$ cat src/rtl/rv_fetch_queue_if.sv
// Fetch-side bus bundle for rv_fetch_queue: instruction memory port, redirect input
// and the decode-facing queue head. master = fetch queue, slave = core/memory side.
interface rv_fetch_queue_if #(
  parameter int XLEN = 32
);
  logic            mem_req;
  logic [XLEN-1:0] mem_addr;
  logic [XLEN-1:0] mem_rdata;
  logic            redirect_valid;
  logic [XLEN-1:0] redirect_pc;
  logic            out_valid;
  logic            out_ready;
  logic [XLEN-1:0] out_inst;
  logic [XLEN-1:0] out_pc;
  logic [4:0]      fifo_count;

  modport master (
    output mem_req, mem_addr, out_valid, out_inst, out_pc, fifo_count,
    input  mem_rdata, redirect_valid, redirect_pc, out_ready
  );

  modport slave (
    input  mem_req, mem_addr, out_valid, out_inst, out_pc, fifo_count,
    output mem_rdata, redirect_valid, redirect_pc, out_ready
  );
endinterface

$ cat src/rtl/rv_fetch_queue.sv
// RV32 instruction-fetch front end: credit-based issue, PC-tagged fetch queue, redirect flush.
// Optional macro FETCH_BSWAP_EN byte-swaps each returned word before it is queued.
module rv_fetch_queue_chk #(
  parameter int FIFO_DEPTH = 4
) (
  input logic       clk,
  input logic       rst,
  input logic       push,
  input logic       pop,
  input logic       flush,
  input logic [4:0] count
);
  localparam logic [4:0] DEPTH_C = 5'(FIFO_DEPTH);

  a_no_overflow: assert property (@(posedge clk) disable iff (!rst)
    !(push && !pop && !flush && (count == DEPTH_C)));

  a_count_range: assert property (@(posedge clk) disable iff (!rst)
    (count <= DEPTH_C));
endmodule

module rv_fetch_queue #(
  parameter int          XLEN       = 32,
  parameter logic [31:0] RESET_PC   = 32'h4000_0000,
  parameter int          FIFO_DEPTH = 4
) (
  input logic             clk,
  input logic             rst,
  rv_fetch_queue_if.master bus
);
  localparam int             PW       = $clog2(FIFO_DEPTH);
  localparam logic [PW-1:0]  PTR_ONE  = PW'(1'b1);
  localparam logic [5:0]     DEPTH_CR = 6'(FIFO_DEPTH);
  localparam logic [XLEN-1:0] PC_STEP = 32'd4;

  function automatic logic [31:0] bswap32(input logic [31:0] w);
    return {w[7:0], w[15:8], w[23:16], w[31:24]};
  endfunction

  logic [XLEN-1:0] fetch_pc_r, rsp_pc_r;
  logic            inflight_r;
  logic [4:0]      count_r, count_n;
  logic            out_valid_r, out_valid_n;
  logic [XLEN-1:0] out_inst_r, out_inst_n, out_pc_r, out_pc_n;
  logic [PW-1:0]   rd_ptr_r, rd_ptr_n, wr_ptr_r, wr_ptr_n;
  logic [XLEN-1:0] body_inst_r [FIFO_DEPTH];
  logic [XLEN-1:0] body_pc_r   [FIFO_DEPTH];

  logic            mem_req_s, kill_s, push_s, pop_s, body_we_s;
  logic [XLEN-1:0] mem_addr_s, push_inst_s;
  logic [5:0]      credit_s;
  logic [4:0]      body_cnt_s;

`ifdef FETCH_BSWAP_EN
  assign push_inst_s = bswap32(bus.mem_rdata);
`else
  assign push_inst_s = bus.mem_rdata;
`endif

  // A read landing in a redirect cycle belongs to the old path and is dropped.
  assign kill_s     = inflight_r & bus.redirect_valid;
  assign push_s     = inflight_r & ~kill_s;
  assign pop_s      = out_valid_r & bus.out_ready;
  assign body_cnt_s = count_r - {4'd0, out_valid_r};
  assign credit_s   = {1'b0, count_r} + {5'd0, inflight_r} - {5'd0, pop_s};

  // Request issue: reserve a queue slot for every read before it is sent.
  always_comb begin
    mem_req_s  = 1'b0;
    mem_addr_s = fetch_pc_r;
    if (bus.redirect_valid) begin
      mem_addr_s = {bus.redirect_pc[XLEN-1:2], 2'b00};
    end else begin
      mem_addr_s = fetch_pc_r;
    end
    if (rst && (bus.redirect_valid || (credit_s < DEPTH_CR))) begin
      mem_req_s = 1'b1;
    end else begin
      mem_req_s = 1'b0;
    end
  end

  // Queue next state: head register is refilled from the body or directly from memory.
  always_comb begin
    count_n     = count_r;
    out_valid_n = out_valid_r;
    out_inst_n  = out_inst_r;
    out_pc_n    = out_pc_r;
    rd_ptr_n    = rd_ptr_r;
    wr_ptr_n    = wr_ptr_r;
    body_we_s   = 1'b0;
    if (bus.redirect_valid) begin
      count_n     = 5'd0;
      out_valid_n = 1'b0;
      rd_ptr_n    = '0;
      wr_ptr_n    = '0;
    end else begin
      if (push_s && !pop_s) begin
        count_n = count_r + 5'd1;
      end else if (!push_s && pop_s) begin
        count_n = count_r - 5'd1;
      end else begin
        count_n = count_r;
      end
      if (pop_s) begin
        if (body_cnt_s != 5'd0) begin
          out_inst_n  = body_inst_r[rd_ptr_r];
          out_pc_n    = body_pc_r[rd_ptr_r];
          out_valid_n = 1'b1;
          rd_ptr_n    = rd_ptr_r + PTR_ONE;
          if (push_s) begin
            body_we_s = 1'b1;
            wr_ptr_n  = wr_ptr_r + PTR_ONE;
          end else begin
            body_we_s = 1'b0;
          end
        end else if (push_s) begin
          out_inst_n  = push_inst_s;
          out_pc_n    = rsp_pc_r;
          out_valid_n = 1'b1;
        end else begin
          out_valid_n = 1'b0;
        end
      end else if (push_s) begin
        if (out_valid_r) begin
          body_we_s = 1'b1;
          wr_ptr_n  = wr_ptr_r + PTR_ONE;
        end else begin
          out_inst_n  = push_inst_s;
          out_pc_n    = rsp_pc_r;
          out_valid_n = 1'b1;
        end
      end else begin
        out_valid_n = out_valid_r;
      end
    end
  end

  // Control and head registers with synchronous active-low reset.
  always_ff @(posedge clk) begin
    if (!rst) begin
      fetch_pc_r  <= RESET_PC;
      rsp_pc_r    <= '0;
      inflight_r  <= 1'b0;
      count_r     <= 5'd0;
      out_valid_r <= 1'b0;
      out_inst_r  <= '0;
      out_pc_r    <= '0;
      rd_ptr_r    <= '0;
      wr_ptr_r    <= '0;
    end else begin
      if (mem_req_s) begin
        fetch_pc_r <= mem_addr_s + PC_STEP;
      end else begin
        fetch_pc_r <= fetch_pc_r;
      end
      inflight_r  <= mem_req_s;
      rsp_pc_r    <= mem_addr_s;
      count_r     <= count_n;
      out_valid_r <= out_valid_n;
      out_inst_r  <= out_inst_n;
      out_pc_r    <= out_pc_n;
      rd_ptr_r    <= rd_ptr_n;
      wr_ptr_r    <= wr_ptr_n;
    end
  end

  // Body storage holds data only; validity is tracked by the pointers and count.
  always_ff @(posedge clk) begin
    if (body_we_s) begin
      body_inst_r[wr_ptr_r] <= push_inst_s;
      body_pc_r[wr_ptr_r]   <= rsp_pc_r;
    end
  end

  assign bus.mem_req    = mem_req_s;
  assign bus.mem_addr   = mem_addr_s;
  assign bus.out_valid  = out_valid_r;
  assign bus.out_inst   = out_inst_r;
  assign bus.out_pc     = out_pc_r;
  assign bus.fifo_count = count_r;

  rv_fetch_queue_chk #(.FIFO_DEPTH(FIFO_DEPTH)) u_chk (
    .clk   (clk),
    .rst   (rst),
    .push  (push_s),
    .pop   (pop_s),
    .flush (bus.redirect_valid),
    .count (count_r)
  );
endmodule

$ cat src/flat_wrapper.sv
// flat-port wrapper written by rule: the top's interface ports become plain ports
module rv_fetch_queue_flat 
#(
  parameter int          XLEN       = 32,
  parameter logic [31:0] RESET_PC   = 32'h4000_0000,
  parameter int          FIFO_DEPTH = 4
)
  (clk, rst, bus_mem_req, bus_mem_addr, bus_out_valid, bus_out_inst, bus_out_pc, bus_fifo_count, bus_mem_rdata, bus_redirect_valid, bus_redirect_pc, bus_out_ready);
  rv_fetch_queue_if #(.XLEN(XLEN)) bus_i ();
  input logic clk;
  input logic rst;
  output wire logic [$bits(bus_i.mem_req)-1:0] bus_mem_req;
  output wire logic [$bits(bus_i.mem_addr)-1:0] bus_mem_addr;
  output wire logic [$bits(bus_i.out_valid)-1:0] bus_out_valid;
  output wire logic [$bits(bus_i.out_inst)-1:0] bus_out_inst;
  output wire logic [$bits(bus_i.out_pc)-1:0] bus_out_pc;
  output wire logic [$bits(bus_i.fifo_count)-1:0] bus_fifo_count;
  input wire logic [$bits(bus_i.mem_rdata)-1:0] bus_mem_rdata;
  input wire logic [$bits(bus_i.redirect_valid)-1:0] bus_redirect_valid;
  input wire logic [$bits(bus_i.redirect_pc)-1:0] bus_redirect_pc;
  input wire logic [$bits(bus_i.out_ready)-1:0] bus_out_ready;
  assign bus_mem_req = bus_i.mem_req;
  assign bus_mem_addr = bus_i.mem_addr;
  assign bus_out_valid = bus_i.out_valid;
  assign bus_out_inst = bus_i.out_inst;
  assign bus_out_pc = bus_i.out_pc;
  assign bus_fifo_count = bus_i.fifo_count;
  assign bus_i.mem_rdata = bus_mem_rdata;
  assign bus_i.redirect_valid = bus_redirect_valid;
  assign bus_i.redirect_pc = bus_redirect_pc;
  assign bus_i.out_ready = bus_out_ready;
  rv_fetch_queue #(.XLEN(XLEN), .RESET_PC(RESET_PC), .FIFO_DEPTH(FIFO_DEPTH)) u_core (.clk(clk), .rst(rst), .bus(bus_i));
endmodule
$ cat config.mk
export PLATFORM = sky130hd
export DESIGN_NAME = rv_fetch_queue_flat
export DESIGN_NICKNAME = d
export VERILOG_FILES = /design/src/rtl/rv_fetch_queue_if.sv /design/src/rtl/rv_fetch_queue.sv /design/src/flat_wrapper.sv
export SDC_FILE = /design/constraint.sdc
export NUM_CORES = 1
export LEC_CHECK = 0
export CELL_PAD_IN_SITES_DETAIL_PLACEMENT = 1
export CELL_PAD_IN_SITES_GLOBAL_PLACEMENT = 2
export CORE_MARGIN = 2
export CORE_UTILIZATION = 25
export DETAILED_ROUTE_END_ITERATION = 10
export PLACE_DENSITY = 0.53
export SYNTH_ARGS = -nofsm -noshare
export SYNTH_HDL_FRONTEND = slang
export SYNTH_SLANG_ARGS = --single-unit
$ cat constraint.sdc
create_clock -name clk -period 5.2 [get_ports clk]
set_input_delay 1.56 -clock clk [delete_from_list [all_inputs] [get_ports clk]]
set_output_delay 1.56 -clock clk [all_outputs]
set_load 0.05 [all_outputs]
Yosys cells after proc, flatten, opt, wreduce, memory -nomap -nowiden
Memory sizes are Yosys's and may differ from the RTL's. A register that Yosys moved wholly into a read port is not among the register bits.
Index checks and enable logic that the tools add are counted.
Storage, ports and cells
  flip-flop bits (word level): 139
  memory bits (writable): 256
  input bits: 68
  output and inout port bits: 103
  word-level logic and storage cells: 77
  memories: 2
Memories
  u_core.body_inst_r: words 4, bits a word 32, rd ports 1, clocked after memory_dff 1, write ports 1, RTL line rv_fetch_queue.sv:46  | logic [XLEN-1:0] body_inst_r [FIFO_DEPTH];
  u_core.body_pc_r: words 4, bits a word 32, rd ports 1, clocked after memory_dff 1, write ports 1, RTL line rv_fetch_queue.sv:47  | logic [XLEN-1:0] body_pc_r [FIFO_DEPTH];
Operators by class
  add/sub/neg operators: 8
  magnitude comparators: 1
  equality and inequality tests: 2
  multiplexer cells: 34
  bitwise gates (word level): 6
  reductions and logical operators: 15
Operator list (count)
  $mux W32: 11
  $add A32 B3 Y32 const B: 1
  $mux W2: 9
  $mux W1: 12
  $mux W5: 2
  $reduce_bool A2 Y1: 4
  $add A5 B1 Y6: 1
  $lt A6 B3 Y1 const B: 1
  $sub A6 B1 Y6: 1
  $add A5 B1 Y5 const B: 1
  $reduce_bool A5 Y1: 1
  $sub A5 B1 Y5: 1
  $sub A5 B1 Y5 const B: 1
  $add A2 B1 Y2 const B: 2
  $ne A2 B2 Y1 const B: 2
  $reduce_and A4 Y1: 1
  $and A1 B1 Y1: 3
  $logic_and A1 B1 Y1: 3
  $not A1 Y1: 3
  $reduce_and A3 Y1: 1
  $logic_not A1 Y1: 2
  $reduce_and A2 Y1: 1
  $reduce_or A2 Y1: 1
  $logic_or A1 B1 Y1: 1

Depth between registers and ports, before layout
  depth in word-level cells: 9
  gate-level depth with buffers: 13
  depth with buffers taken out: 12

Worst setup path before layout
No wires, ideal clock.
  kind: input-to-output
  start point: in bus_out_ready
  end point: out bus_mem_req
  arrival time: 3243 ps
  data required time: 3640 ps
  setup slack: 397 ps
  cell stages on the path: 10
  path buffers: 2
  cells stage by stage: nand3b_1 ha_1 nand2_1 a21oi_1 o21a_1 a311o_1 buf_2 nand2_1 buf_2 inv_1
On the way
  longest elaborated chain between the ends: 6
RTL lines
  from (decl): RTL line flat_wrapper.sv:21  | input wire logic [$bits(bus_i.out_ready)-1:0] bus_out_ready;
  $and A1 B1 Y1: RTL line rv_fetch_queue.sv:63  | assign pop_s = out_valid_r & bus.out_ready;
  $sub A6 B1 Y6: RTL line rv_fetch_queue.sv:65  | assign credit_s = {1'b0, count_r} + {5'd0, inflight_r} - {5'd0, pop_s};
  $lt A6 B3 Y1: RTL line rv_fetch_queue.sv:76  | if (rst && (bus.redirect_valid || (credit_s < DEPTH_CR))) begin
  $logic_or A1 B1 Y1: RTL line rv_fetch_queue.sv:76
  $logic_and A1 B1 Y1: RTL line rv_fetch_queue.sv:76
  $mux W1: RTL line rv_fetch_queue.sv:76
  to (decl): RTL line flat_wrapper.sv:12  | output wire logic [$bits(bus_i.mem_req)-1:0] bus_mem_req;
Every way passes these cells.

Worst setup path in the final report
Ends and elaborated chain as after synthesis.

==> impl_metrics.env <==
export IMPL_p_int_uw=5760
export IMPL_run_status="finished, final reports clean"
export IMPL_die_w_um=259
export IMPL_syn_cell_area_mm2=0.0162
export IMPL_setup_violations_final=0
export IMPL_synth_xor_area_share=0.0167
export IMPL_hold_depth=2
export IMPL_slew_headroom=0.335
export IMPL_p_comb_frac=0.130
export IMPL_reg2reg_depth=8
export IMPL_core_mm2=0.0643
export IMPL_crit_path_max_fanout=3
export IMPL_drive_gt1_frac=0.167
export IMPL_seqPwrFrac=0.453
export IMPL_avgSynthCellArea_um2=14.0
export IMPL_gp_congestion=0.727
export IMPL_grt_overflow_total=0
export IMPL_synth_top_area_share=0.474
export IMPL_die_area_mm2=0.0670
export IMPL_ys_flop_type="edfxtp_1"
export IMPL_crit_path_top_delay_cell="clkdlybuf4s50_1"
export IMPL_cts_sinks=397
export IMPL_clkPwrFrac=0.416
export IMPL_crit_path_end_kind="output pin"
export IMPL_io_pins=171
export IMPL_drtAntennaViolNets=0
export IMPL_cts_resized=0
export IMPL_holdWs_ps=455
export IMPL_grt_antenna_before_repair=1
export IMPL_synth_seq_area_share=0.648
export IMPL_p_leak_uw=0.00684
export IMPL_track_usage=0.143
export IMPL_startpoint_type="input pin"
export IMPL_vias=10257
export IMPL_postRouteWirelength_um=47100
export IMPL_crit_arrival_ps=3510
export IMPL_hold_end="u_core.fetch_pc_r[10]$_SDFFE_PN0P_"
export IMPL_drc=0
export IMPL_rsz0062_at_grt="false"
export IMPL_r2r_end="u_core.body_inst_r[0][16]$_DFFE_PP_"
export IMPL_dp_hpwl_um=28200
export IMPL_path_buf_inv=3
export IMPL_fp_row_count=93
export IMPL_h_tree_depth=2
export IMPL_wire_per_inst_um=21.2
export IMPL_start_util=0.252
export IMPL_grt_pass1_wl_um=72300
export IMPL_fill_cells=6789
export IMPL_worstHoldStart="u_core.fetch_pc_r[10]$_SDFFE_PN0P_"
export IMPL_numCtsBuffers=48
export IMPL_synth_seq_cells=397
export IMPL_cts_hold_buf=0
export IMPL_finalClockSkew_ps=25.4
export IMPL_criticalPathCategory="input pin to output pin"
export IMPL_seqCellArea_mm2=0.0105
export IMPL_muxShareOfSynthArea=0.108
export IMPL_finalHoldViolCount=0
export IMPL_drt_first_pass_iters=4
export IMPL_grt_start_max_net_pins=67
export IMPL_r2r_start="u_core.bus.fifo_count[0]$_SDFFE_PP0P_"
export IMPL_async_flop_share=0
export IMPL_clock_root_buffer="clkbuf_16"
export IMPL_ys_warn_count=0
export IMPL_cap_violations=0
export IMPL_worstHoldPathType="register to register"
export IMPL_rrSetupSlack_ps=2150
export IMPL_irDropWorstVdd_v=0.000180
export IMPL_fmax_ghz=0.197
export IMPL_synth_compound_gate_area_share=0.0697
export IMPL_clk_latency_ps=580
export IMPL_initialDrtViolationCount=440
export IMPL_cts_tree="yes"
export IMPL_setup_worst_path_start="bus_out_ready"
export IMPL_power_density_mw_per_mm2=382
export IMPL_post_cts_setup_buffers=0
export IMPL_synth_edf_count=256
export IMPL_slew_violations=0
export IMPL_multiInputGateArea_mm2=0.00523
export IMPL_crit_required_ps=3640
export IMPL_synth_cell_type_count=70
export IMPL_swShare=0.265
export IMPL_fin_crit_sh=0.975
export IMPL_via_per_inst=4.60
export IMPL_yosys_area_share_simple=0.110
export IMPL_synth_top_family_by_area="simple AND/OR/NAND/NOR gates"
export IMPL_synth_adder_area_share=0.0151
export IMPL_period_minus_slack_ps=5070
export IMPL_switching_power_uw=2080
export IMPL_clockBufferDepth=3
export IMPL_synth_area_top_cells="edfxtp_1, dfxtp_1, mux4_2"
export IMPL_synth_top_area_cell="edfxtp_1"
export IMPL_port_buffers=168
export IMPL_syn_num_nets=1250
export IMPL_critPathTopFamily="buffers and inverters"
export IMPL_tightest_slew_ps=997
export IMPL_antenna_cells=0
export IMPL_final_nets=1422
export IMPL_worstPathCellList="clkdlybuf4s50_1 > nand3b_1 > ha_1 > nand2_1 > a21oi_2 > o21a_1 > a311o_1 > nand2_2 > inv_1 > buf_12"
export IMPL_area_growth_pct=26.3
export IMPL_die_h_um=259
export IMPL_max_stage_delay_ps=500
export IMPL_syn_inst=1163
export IMPL_finalPower_uw=7830
export IMPL_clk_pin_slew_ps=60
export IMPL_first_global_vias=11230
export IMPL_tns_ps=0
## state kept, by name, indices dropped and copies added (netlist names), named ones only
register and count:
u_core.bus.out_pc 32, u_core.bus.fifo_count 5, u_core.rsp_pc_r 32, u_core.fetch_pc_r 32, u_core.wr_ptr_r 2, u_core.bus.out_inst 32
u_core.body_inst_r 128, u_core.inflight_r 1, u_core.rd_ptr_r 2, u_core.body_pc_r 128, u_core.bus.out_valid 1
## layer usage
layer	wire length, um	global-route usage	share of wire
met1	21400	0.187	0.45
met5	0	0	0
met4	729	0.0320	0.015
met3	2200	0.0335	0.047
met2	22800	0.239	0.48
## worst register-to-register path: stages (launching register included)
cell	delay, ps
dfxtp_1	490
inv_1	80
ha_1	240
nand2b_1	170
a21oi_1	250
nor3_4	120
a311oi_2	560
and2_4	410
buf_12	370
## cells in the mapped netlist, types with 3 or more instances
library cell and n:
a21o_1 4, o21ai_0 5, inv_1 39, o22ai_1 10, nand2_1 177, nand2b_1 3
mux2_2 6, dfxtp_1 141, clkbuf_1 36, ha_1 18, a311oi_1 64, and2_1 13
nand3_1 16, edfxtp_1 256, xor2_1 4, a21oi_1 26, nor4_1 3, buf_2 34
and3_1 8, or3_1 3, xnor2_1 27, buf_6 3, mux2i_1 23, a31oi_1 3
mux4_2 64, nor3_2 3, nor2_1 44, nand4_1 3, nor3_1 66, o21ai_1 3
a211oi_2 5
## worst max-delay path by stage
| stage | cells past startpoint | slack, ps | endpoint |
|---|---|---|---|
| 2_1_floorplan | 10 | 400 | bus_mem_req |
| 3_3_place_gp | 10 | 90 | bus_mem_req |
| 3_5_place_dp | 10 | 120 | bus_mem_req |
| 4_1_cts | 10 | 110 | bus_mem_req |
| 5_1_grt | 10 | 9 | bus_mem_req |
| 6_report | 10 | 130 | bus_mem_req |
## cells in the final DEF (no fill, tap or decap), types with 4 or more instances in the layout
master,n
a311oi_1,64
buf_12,10
a211oi_2,4
ha_1,18
nor3_1,66
clkinv_2,9
clkinv_1,10
and2_1,9
nor2_1,43
buf_4,35
mux4_2,64
and3_1,8
and2_4,4
inv_1,38
bufinv_16,4
o22ai_1,10
dfxtp_1,139
nand3_1,16
xnor2_1,27
clkdlybuf4s50_1,154
a21oi_1,24
nand2_1,176
o21ai_0,5
xor2_1,4
clkbuf_16,48
clkbuf_1,10
edfxtp_1,256
mux2_2,6
mux2i_1,23
## power by group through the flow
stage	sequential [uW]	clock (uW)	combinational (uW)
6_report	3550	3260	1020
5_1_grt	3570	3500	1100
4_1_cts	3550	3400	1040
3_5_place_dp	3620	0	1040
3_3_place_gp	3620	0	1030
2_1_floorplan	3760	0	479
## cells by family (layout without fill, tap and decap cells)
| group | after synthesis | after routing |
|---|---|---|
| adder cells (fa/ha/maj) | 19 | 19 |
| flip-flops | 397 | 397 |
| XOR/XNOR | 31 | 31 |
| buffers and inverters | 118 | 328 |
| AND/OR/NAND/NOR | 364 | 364 |
| multiplexers | 94 | 94 |
| AO/OA/AOI/OAI | 140 | 140 |
## final cells by class
cell class / instances / area share
clock buffer: 61 / 0.0624
clock inverter: 27 / 0.0119
inverter: 40 / 0.00744
multi-input combinational: 648 / 0.255
sequential: 397 / 0.513
tap: 855 / 0.0522
timing repair buffer: 200 / 0.0980
## per-stage QoR
step / utilization / setup WS (ps) / std cells / cell area (um2)
floorplan: - / 397 / 1163 / 16200
global placement: 0.295 / 90.1 / 2140 / 19000
detailed placement: 0.295 / 118 / 2140 / 19000
CTS: 0.319 / 111 / 2228 / 20500
global route: 0.319 / 9.36 / 2228 / 20500
finish: 0.319 / 130 / 2228 / 20500
No activity file was read; power rests on OpenSTA's default activity.
